`config.mk`:
```
export PLATFORM = sky130hd
export DESIGN_NAME = i2s_stream_engine
export DESIGN_NICKNAME = d
export VERILOG_FILES = /design/src/rtl/i2s_pkg.sv /design/src/rtl/sync_fifo.sv /design/src/rtl/i2s_stream_engine.sv
export SDC_FILE = /design/constraint.sdc
export NUM_CORES = 1
export LEC_CHECK = 0
export ABC_AREA = 1
export CORE_MARGIN = 2
export CORE_UTILIZATION = 33
export CTS_BUF_LIST = sky130_fd_sc_hd__clkbuf_8
export DETAILED_ROUTE_END_ITERATION = 6
export MAX_ROUTING_LAYER = met4
export SYNTH_ARGS = -nofsm -noshare
export SYNTH_HDL_FRONTEND = slang
export SYNTH_HIERARCHICAL = 1
export SYNTH_SLANG_ARGS = --single-unit
```
`constraint.sdc`:
```
create_clock -name clk -period 2.4 [get_ports clk]
set_input_delay 0.48 -clock clk [delete_from_list [all_inputs] [get_ports clk]]
set_output_delay 0.48 -clock clk [all_outputs]
set_load 0.01 [all_outputs]
```
`src/rtl/i2s_pkg.sv`:
```
// Shared types and constants for the I2S stream engine.
package i2s_pkg;

  // Slot tracking state of the serial engine.
  typedef enum logic [1:0] {
    SLOT_IDLE  = 2'd0,
    SLOT_LEFT  = 2'd1,
    SLOT_RIGHT = 2'd2
  } slot_e;

  // Depth of the synchronisers on the codec-driven inputs.
  localparam int SYNC_STAGES = 2;

endpackage

```
`src/rtl/sync_fifo.sv`:
```
// Single-clock FIFO with look-ahead read data and occupancy count.
// Pushes into a full FIFO and pops from an empty one are ignored.
module sync_fifo #(
  parameter int WIDTH = 32,
  parameter int DEPTH = 8
) (
  input  logic                       clk,
  input  logic                       reset_n,
  input  logic                       push,
  input  logic                       pop,
  input  logic [WIDTH-1:0]           wdata,
  output logic [WIDTH-1:0]           rdata,
  output logic                       full,
  output logic                       empty,
  output logic [$clog2(DEPTH):0]     level
);

  localparam int AW = $clog2(DEPTH);
  localparam int LW = AW + 1;

  logic [WIDTH-1:0] mem_r [DEPTH];
  logic [AW-1:0]    wr_ptr_r;
  logic [AW-1:0]    rd_ptr_r;
  logic [LW-1:0]    level_r;
  logic             do_push_s;
  logic             do_pop_s;

  assign full      = (level_r == LW'(DEPTH));
  assign empty     = (level_r == {LW{1'b0}});
  assign level     = level_r;
  assign rdata     = mem_r[rd_ptr_r];
  assign do_push_s = push && !full;
  assign do_pop_s  = pop && !empty;

  // Storage array: write the incoming entry at the write pointer.
  always_ff @(posedge clk or negedge reset_n) begin
    if (!reset_n) begin
      for (int i = 0; i < DEPTH; i++) mem_r[i] <= {WIDTH{1'b0}};
    end else if (do_push_s) begin
      mem_r[wr_ptr_r] <= wdata;
    end
  end

  // Pointer and occupancy bookkeeping; simultaneous push and pop keep the level.
  always_ff @(posedge clk or negedge reset_n) begin
    if (!reset_n) begin
      wr_ptr_r <= {AW{1'b0}};
      rd_ptr_r <= {AW{1'b0}};
      level_r  <= {LW{1'b0}};
    end else begin
      if (do_push_s) wr_ptr_r <= wr_ptr_r + AW'(1);
      if (do_pop_s)  rd_ptr_r <= rd_ptr_r + AW'(1);
      case ({do_push_s, do_pop_s})
        2'b10:   level_r <= level_r + LW'(1);
        2'b01:   level_r <= level_r - LW'(1);
        default: level_r <= level_r;
      endcase
    end
  end

endmodule

```
`src/rtl/i2s_stream_engine.sv`:
```
// I2S slave engine: MCLK generation, TX FIFO serialisation onto DIN and
// stereo capture from DOUT, timed by the codec-driven SCLK/LRCLK.
module i2s_stream_engine
  import i2s_pkg::*;
#(
  parameter int DATA_W     = 16,
  parameter int FIFO_DEPTH = 8,
  parameter int MCLK_DIV   = 4
) (
  input  logic                          clk,
  input  logic                          reset_n,
  input  logic                          enable,
  input  logic [2*DATA_W-1:0]           tx_data,
  input  logic                          tx_valid,
  output logic                          tx_ready,
  output logic [$clog2(FIFO_DEPTH):0]   tx_level,
  output logic [DATA_W-1:0]             rx_left,
  output logic [DATA_W-1:0]             rx_right,
  output logic                          rx_valid,
  output logic                          underrun,
  input  logic                          clear_flags,
  output logic                          i2s_mclk,
  input  logic                          i2s_sclk,
  input  logic                          i2s_lrclk,
  output logic                          i2s_din,
  input  logic                          i2s_dout
);

  localparam int MC_W  = $clog2(MCLK_DIV);
  localparam int CNT_W = $clog2(DATA_W + 1);
  localparam logic [MC_W-1:0]  MC_WRAP  = MC_W'(MCLK_DIV / 2 - 1);
  localparam logic [CNT_W-1:0] LAST_BIT = CNT_W'(DATA_W);
  localparam logic [CNT_W-1:0] LAST_M1  = CNT_W'(DATA_W - 1);

  // MCLK divider
  logic [MC_W-1:0] mclk_cnt_r;
  logic            mclk_r;

  // Input synchronisers and edge history
  logic [SYNC_STAGES-1:0] sclk_sync_r;
  logic [SYNC_STAGES-1:0] lrclk_sync_r;
  logic [SYNC_STAGES-1:0] dout_sync_r;
  logic                   sclk_q_r;
  logic                   lrclk_at_rise_r;
  logic                   sclk_s, lrclk_s, dout_s;
  logic                   sclk_rise_s, sclk_fall_s;
  logic                   slot_start_s, left_start_s, right_start_s;

  // Slot engine
  slot_e                  state_r;
  logic [CNT_W-1:0]       rise_cnt_r;
  logic [CNT_W-1:0]       fall_cnt_r;
  logic [DATA_W-1:0]      tx_shift_r;
  logic [DATA_W-1:0]      tx_hold_r;
  logic                   din_r;
  logic [DATA_W-1:0]      rx_shift_l_r;
  logic [DATA_W-1:0]      rx_shift_r_r;
  logic                   left_done_r;
  logic [DATA_W-1:0]      rx_left_r;
  logic [DATA_W-1:0]      rx_right_r;
  logic                   rx_valid_r;
  logic                   underrun_r;

  // FIFO interface
  logic                   pop_req_s;
  logic                   underrun_set_s;
  logic [2*DATA_W-1:0]    fifo_rdata_s;
  logic                   fifo_full_s;
  logic                   fifo_empty_s;

  assign sclk_s  = sclk_sync_r[SYNC_STAGES-1];
  assign lrclk_s = lrclk_sync_r[SYNC_STAGES-1];
  assign dout_s  = dout_sync_r[SYNC_STAGES-1];

  assign sclk_rise_s    = sclk_s && !sclk_q_r;
  assign sclk_fall_s    = !sclk_s && sclk_q_r;
  assign slot_start_s   = sclk_rise_s && (lrclk_s != lrclk_at_rise_r);
  assign left_start_s   = slot_start_s && !lrclk_s;
  assign right_start_s  = slot_start_s && lrclk_s;
  assign pop_req_s      = enable && left_start_s;
  assign underrun_set_s = pop_req_s && fifo_empty_s;

  sync_fifo #(
    .WIDTH (2 * DATA_W),
    .DEPTH (FIFO_DEPTH)
  ) u_tx_fifo (
    .clk     (clk),
    .reset_n (reset_n),
    .push    (tx_valid),
    .pop     (pop_req_s),
    .wdata   (tx_data),
    .rdata   (fifo_rdata_s),
    .full    (fifo_full_s),
    .empty   (fifo_empty_s),
    .level   (tx_level)
  );

  assign tx_ready = !fifo_full_s;
  assign i2s_mclk = mclk_r;
  assign i2s_din  = din_r;
  assign rx_left  = rx_left_r;
  assign rx_right = rx_right_r;
  assign rx_valid = rx_valid_r;
  assign underrun = underrun_r;

  // Free-running MCLK: toggle every MCLK_DIV/2 system clocks.
  always_ff @(posedge clk or negedge reset_n) begin
    if (!reset_n) begin
      mclk_cnt_r <= {MC_W{1'b0}};
      mclk_r     <= 1'b0;
    end else if (mclk_cnt_r == MC_WRAP) begin
      mclk_cnt_r <= {MC_W{1'b0}};
      mclk_r     <= !mclk_r;
    end else begin
      mclk_cnt_r <= mclk_cnt_r + MC_W'(1);
    end
  end

  // Equal-depth synchronisers so SCLK, LRCLK and DOUT stay aligned.
  always_ff @(posedge clk or negedge reset_n) begin
    if (!reset_n) begin
      sclk_sync_r  <= {SYNC_STAGES{1'b0}};
      lrclk_sync_r <= {SYNC_STAGES{1'b0}};
      dout_sync_r  <= {SYNC_STAGES{1'b0}};
      sclk_q_r     <= 1'b0;
    end else begin
      sclk_sync_r  <= {sclk_sync_r[SYNC_STAGES-2:0], i2s_sclk};
      lrclk_sync_r <= {lrclk_sync_r[SYNC_STAGES-2:0], i2s_lrclk};
      dout_sync_r  <= {dout_sync_r[SYNC_STAGES-2:0], i2s_dout};
      sclk_q_r     <= sclk_s;
    end
  end

  // Slot state machine with TX shifting, RX capture and the underrun flag.
  always_ff @(posedge clk or negedge reset_n) begin
    if (!reset_n) begin
      state_r         <= SLOT_IDLE;
      lrclk_at_rise_r <= 1'b0;
      rise_cnt_r      <= {CNT_W{1'b0}};
      fall_cnt_r      <= {CNT_W{1'b0}};
      tx_shift_r      <= {DATA_W{1'b0}};
      tx_hold_r       <= {DATA_W{1'b0}};
      din_r           <= 1'b0;
      rx_shift_l_r    <= {DATA_W{1'b0}};
      rx_shift_r_r    <= {DATA_W{1'b0}};
      left_done_r     <= 1'b0;
      rx_left_r       <= {DATA_W{1'b0}};
      rx_right_r      <= {DATA_W{1'b0}};
      rx_valid_r      <= 1'b0;
      underrun_r      <= 1'b0;
    end else begin
      rx_valid_r <= 1'b0;
      if (sclk_rise_s) lrclk_at_rise_r <= lrclk_s;
      // A new underrun outranks a simultaneous clear request.
      if (underrun_set_s)   underrun_r <= 1'b1;
      else if (clear_flags) underrun_r <= 1'b0;

      if (!enable) begin
        state_r     <= SLOT_IDLE;
        din_r       <= 1'b0;
        left_done_r <= 1'b0;
      end else if (left_start_s) begin
        // Frame start: take the next stereo pair, or send silence if none.
        state_r     <= SLOT_LEFT;
        rise_cnt_r  <= {CNT_W{1'b0}};
        fall_cnt_r  <= {CNT_W{1'b0}};
        left_done_r <= 1'b0;
        if (fifo_empty_s) begin
          tx_shift_r <= {DATA_W{1'b0}};
          tx_hold_r  <= {DATA_W{1'b0}};
        end else begin
          tx_shift_r <= fifo_rdata_s[2*DATA_W-1:DATA_W];
          tx_hold_r  <= fifo_rdata_s[DATA_W-1:0];
        end
      end else begin
        case (state_r)
          SLOT_IDLE: begin
            // Right starts are ignored until a left start aligns the frame.
            din_r <= 1'b0;
          end
          SLOT_LEFT, SLOT_RIGHT: begin
            if (right_start_s) begin
              state_r    <= SLOT_RIGHT;
              rise_cnt_r <= {CNT_W{1'b0}};
              fall_cnt_r <= {CNT_W{1'b0}};
              tx_shift_r <= tx_hold_r;
            end else begin
              if (sclk_rise_s && (rise_cnt_r != LAST_BIT)) begin
                rise_cnt_r <= rise_cnt_r + CNT_W'(1);
                if (state_r == SLOT_LEFT) begin
                  rx_shift_l_r <= {rx_shift_l_r[DATA_W-2:0], dout_s};
                  if (rise_cnt_r == LAST_M1) left_done_r <= 1'b1;
                end else begin
                  rx_shift_r_r <= {rx_shift_r_r[DATA_W-2:0], dout_s};
                  if ((rise_cnt_r == LAST_M1) && left_done_r) begin
                    rx_left_r   <= rx_shift_l_r;
                    rx_right_r  <= {rx_shift_r_r[DATA_W-2:0], dout_s};
                    rx_valid_r  <= 1'b1;
                    left_done_r <= 1'b0;
                  end
                end
              end
              if (sclk_fall_s) begin
                if (fall_cnt_r != LAST_BIT) begin
                  din_r      <= tx_shift_r[DATA_W-1];
                  tx_shift_r <= {tx_shift_r[DATA_W-2:0], 1'b0};
                  fall_cnt_r <= fall_cnt_r + CNT_W'(1);
                end else begin
                  din_r <= 1'b0;
                end
              end
            end
          end
          default: begin
            state_r <= SLOT_IDLE;
            din_r   <= 1'b0;
          end
        endcase
      end
    end
  end

endmodule

```
==> impl_metrics.csv <==
group,metric,value,unit
outcome,status,"completed",
power_and_ir_drop,swShare,0.413,
power_and_ir_drop,p_sw,11.1,mW
route,wl_per_cell,15.9,um
yosys,synth_area,20000,um^2
setup_path,required,1.92,ns
hold_path,hold_path_class,"input port to register",
clock_network,cts_root_buf,"clkbuf_8",
route,ant_nets,0,
hold_path,hold_end,"lrclk_sync_r[0]$_DFF_PN0_",
power_and_ir_drop,power_density,1150,nW/um^2
power_and_ir_drop,vdd_drop_max,0.580,mV
power_and_ir_drop,pwr-share-seq,0.374,
run,drv_cap,0,
floorplanning,start_util,0.333,
yosys,synth_top_flop_cell,"dfrtp_1",
global_routing,grt_pass1_wl,95200,um
global_routing,grt_pass1_vias,17100,
layout,fillers,6372,
yosys,synth_top_cell_by_area,"dfrtp_1",
yosys,synthTopCellsByArea,"dfrtp_1 (49%), nand2_1 (23%), nand4_1 (9.2%)",
yosys,ys_types,34,
yosys,synth_top_cell_area_share,0.486,
power_and_ir_drop,pwr-share-clk,0.236,
hold_path,hp-start,"i2s_lrclk",
floorplanning,io_pins,81,
setup_path,reg2reg_depth,10,
clock_network,cts_buffer_depth,3,
placed_design,numPortBuffers,80,
yosys,postSynthAreaPerCell,7.24,um^2
route,vias,17600,
layout,final_util,0.389,
sta,rsz0062_at_grt,"no",
yosys,ys_seq_area_frac,0.486,
layout,design_area,23400,um^2
clock_network,clk_latency,0.66,ns
yosys,synth_edf_count,0,
hold_path,hold_depth,1,
sta,clock.fmax,436,MHz
setup_path,r2r_end,"tx_hold_r[10]$_DFFE_PN0N_",
sta,tightest_slew,0.528,ns
power_and_ir_drop,static-leakage-power,12.5,nW
yosys,yosysWarnings,6,
setup_path,crit_type,"register to primary output",
route,dr.pass1.iters,6,
clock_network,clock-sinks,388,
layout,nNetsFinal,2859,
sta,maxSlewViolCount,0,
power_and_ir_drop,p_int,15.8,mW
placed_design,preCtsSetupSlack,-0.0555,ns
sta,tns,0,ns
setup_path,crit_path_end_kind,"primary output",
sta,fin_worst_skew,0.0358,ns
clock_network,htreeDepth,3,
power_and_ir_drop,p_comb_frac,0.390,
sta,finalHoldViolations,0,
yosys,synthTopCellsByCount,"nand2_1 (1221), dfrtp_1 (388), nand4_1 (295)",
global_routing,grt_usage,0.194,
sta,fin_crit_sh,0.956,
clock_network,cts.clk_slew.worst_paths,0.05,ns
yosys,yosysMostFrequentCell,"nand2_1",
setup_path,worstPathArrival,1.81,ns
layout,layout-drive-gt1-share,0.0851,
route,routed_wl,57800,um
yosys,ys_seq_elements,388,
yosys,synthCells,2764,
floorplanning,die-height,250,um
setup_path,start_kind,"register",
global_routing,grt-ovfl-total,0,
global_routing,grt_max_degree,89,
global_routing,antenna_found_initial,1,
placed_design,dp_hpwl,35300,um
sta,period_minus_slack,2.29,ns
route,vias_per_cell,4.83,
floorplanning,rows,90,
setup_path,crit_path_max_fanout,5,
placed_design,placed_area,22000,um^2
layout,area_growth,17.1,%
yosys,synthArstFlopShare,1.00,
route,drt_iter0_markers,1453,
floorplanning,fp.dieW,250,um
sta,setup_ws,0.105,ns
sta,setup_violations,0,
clock_network,cts-buffers-inserted,73,
yosys,syn_nets,2818,
floorplanning,core_area,60100,um^2
sta,timing.slew.headroom,0.648,
route,drc,0,
clock_network,cts_tree,"yes",
placed_design,gp_congestion,0.816,
setup_path,worstReg2RegStart,"u_tx_fifo/rd_ptr_r[0]$_DFFE_PN0P_",
floorplanning,dieArea,62600,um^2
setup_path,regToRegSetupSlack,0.28,ns
cell type report:
class / instances / area (um^2) / area share
clock inverters: 40 / 214 / 0.00914
clock buffers: 87 / 1200 / 0.0511
diodes: 1 / 2.50 / 0.000107
flip-flops and latches: 388 / 9720 / 0.415
multi-input cells: 1958 / 8640 / 0.369
repair buffers: 189 / 1930 / 0.0823
inverters: 195 / 737 / 0.0315
well taps: 782 / 978 / 0.0418
worst max-delay path: stages (launching register included):
cell	delay (ns)
dfrtp_1	0.41
nor2_4	0.15
nand3_4	0.08
buf_4	0.19
inv_2	0.05
inv_1	0.03
dlygate4sd2_1	0.27
layer usage:
metal | track usage | vias up | share of wire
met5 | - | - | 0
met4 | 0.0525 | 0 | 0.022
met3 | 0.0315 | 88 | 0.044
met2 | 0.306 | 367 | 0.46
met1 | 0.260 | 8328 | 0.47
li1 | - | 8810 | -
power by group through the flow:
stage / Clock, mW / Combinational (mW) / Sequential [mW]
6_report: 6.34 / 10.5 / 10.1
5_1_grt: 6.82 / 12.0 / 10.3
4_1_cts: 6.57 / 10.5 / 10.0
3_5_place_dp: 0 / 10.4 / 10.1
3_3_place_gp: 0 / 10.3 / 10.1
2_1_floorplan: 0 / 7.20 / 9.79
worst max-delay path by stage:
stage,from,endpoint,depth (start not counted)
2_1_floorplan,lrclk_at_rise_r$_DFFE_PN0N_,u_tx_fifo/level[3]$_DFFE_PN0P_,13
3_3_place_gp,enable,u_tx_fifo/level[3]$_DFFE_PN0P_,12
3_5_place_dp,enable,u_tx_fifo/level[3]$_DFFE_PN0P_,12
4_1_cts,u_tx_fifo/level[1]$_DFFE_PN0P_,tx_level[1],2
5_1_grt,u_tx_fifo/level[1]$_DFFE_PN0P_,tx_ready,6
6_report,u_tx_fifo/level[1]$_DFFE_PN0P_,tx_ready,6
cell usage in the layout, fill, tap and decap left out, types with 2 or more instances in the layout:
master              n
nand2_1          1221
dfrtp_1           385
nand4_1           295
nor2_1            278
inv_1             213
clkbuf_8           87
buf_4              84
clkdlybuf4s50_1    77
nand3_1            66
o21ai_0            39
buf_12             24
ha_1               13
nor2_4              9
inv_2               8
o21a_1              7
clkinv_2            6
xnor2_1             5
nand2_4             3
xor2_1              3
nor2_8              2
nand4_4             2
nand3_2             2
inv_4               2
nand3_4             2
o21bai_1            2
inv_6               2
o21ai_1             2
dfrtp_2             2
cells by family after synthesis:
| group | count (synthesis) | synth area share |
|---|---|---|
| compound gates | 52 | 0.0145 |
| xor+xnor | 8 | 0.00350 |
| fa+ha+maj | 14 | 0.00913 |
| buf+inv | 418 | 0.0858 |
| flops | 388 | 0.486 |
| simple gates | 1884 | 0.402 |
repair_timing:
action                                  in CTS  in global routing
hold buffers                                 1                  0
endpoints found under the hold margin       34                  0
resized for setup                            4                  0
endpoints found under the setup margin       1                  0
setup buffers                                4                  0
state kept, by name (all words and copies together), names as in the netlist, 2 cells and up:
name / cells
u_tx_fifo/mem_r: 256
rx_left: 16
rx_right: 16
rx_shift_l_r: 16
tx_hold_r: 16
tx_shift_r: 16
rx_shift_r_r: 15
fall_cnt_r: 5
rise_cnt_r: 5
u_tx_fifo/level: 4
u_tx_fifo/rd_ptr_r: 3
u_tx_fifo/wr_ptr_r: 3
dout_sync_r: 2
lrclk_sync_r: 2
mclk_cnt_r: 2
sclk_sync_r: 2
state_r: 2
metrics by stage:
stage	power, mW	hold slack [ns]	std cells
after floorplan	17.0	0.184	2764
after global placement	20.4	0.333	3507
after detailed placement	20.6	0.341	3507
after CTS	27.1	0.252	3639
after global routing	29.2	0.294	3640
final	26.9	0.314	3640
No activity file was read; power rests on OpenSTA's default activity.
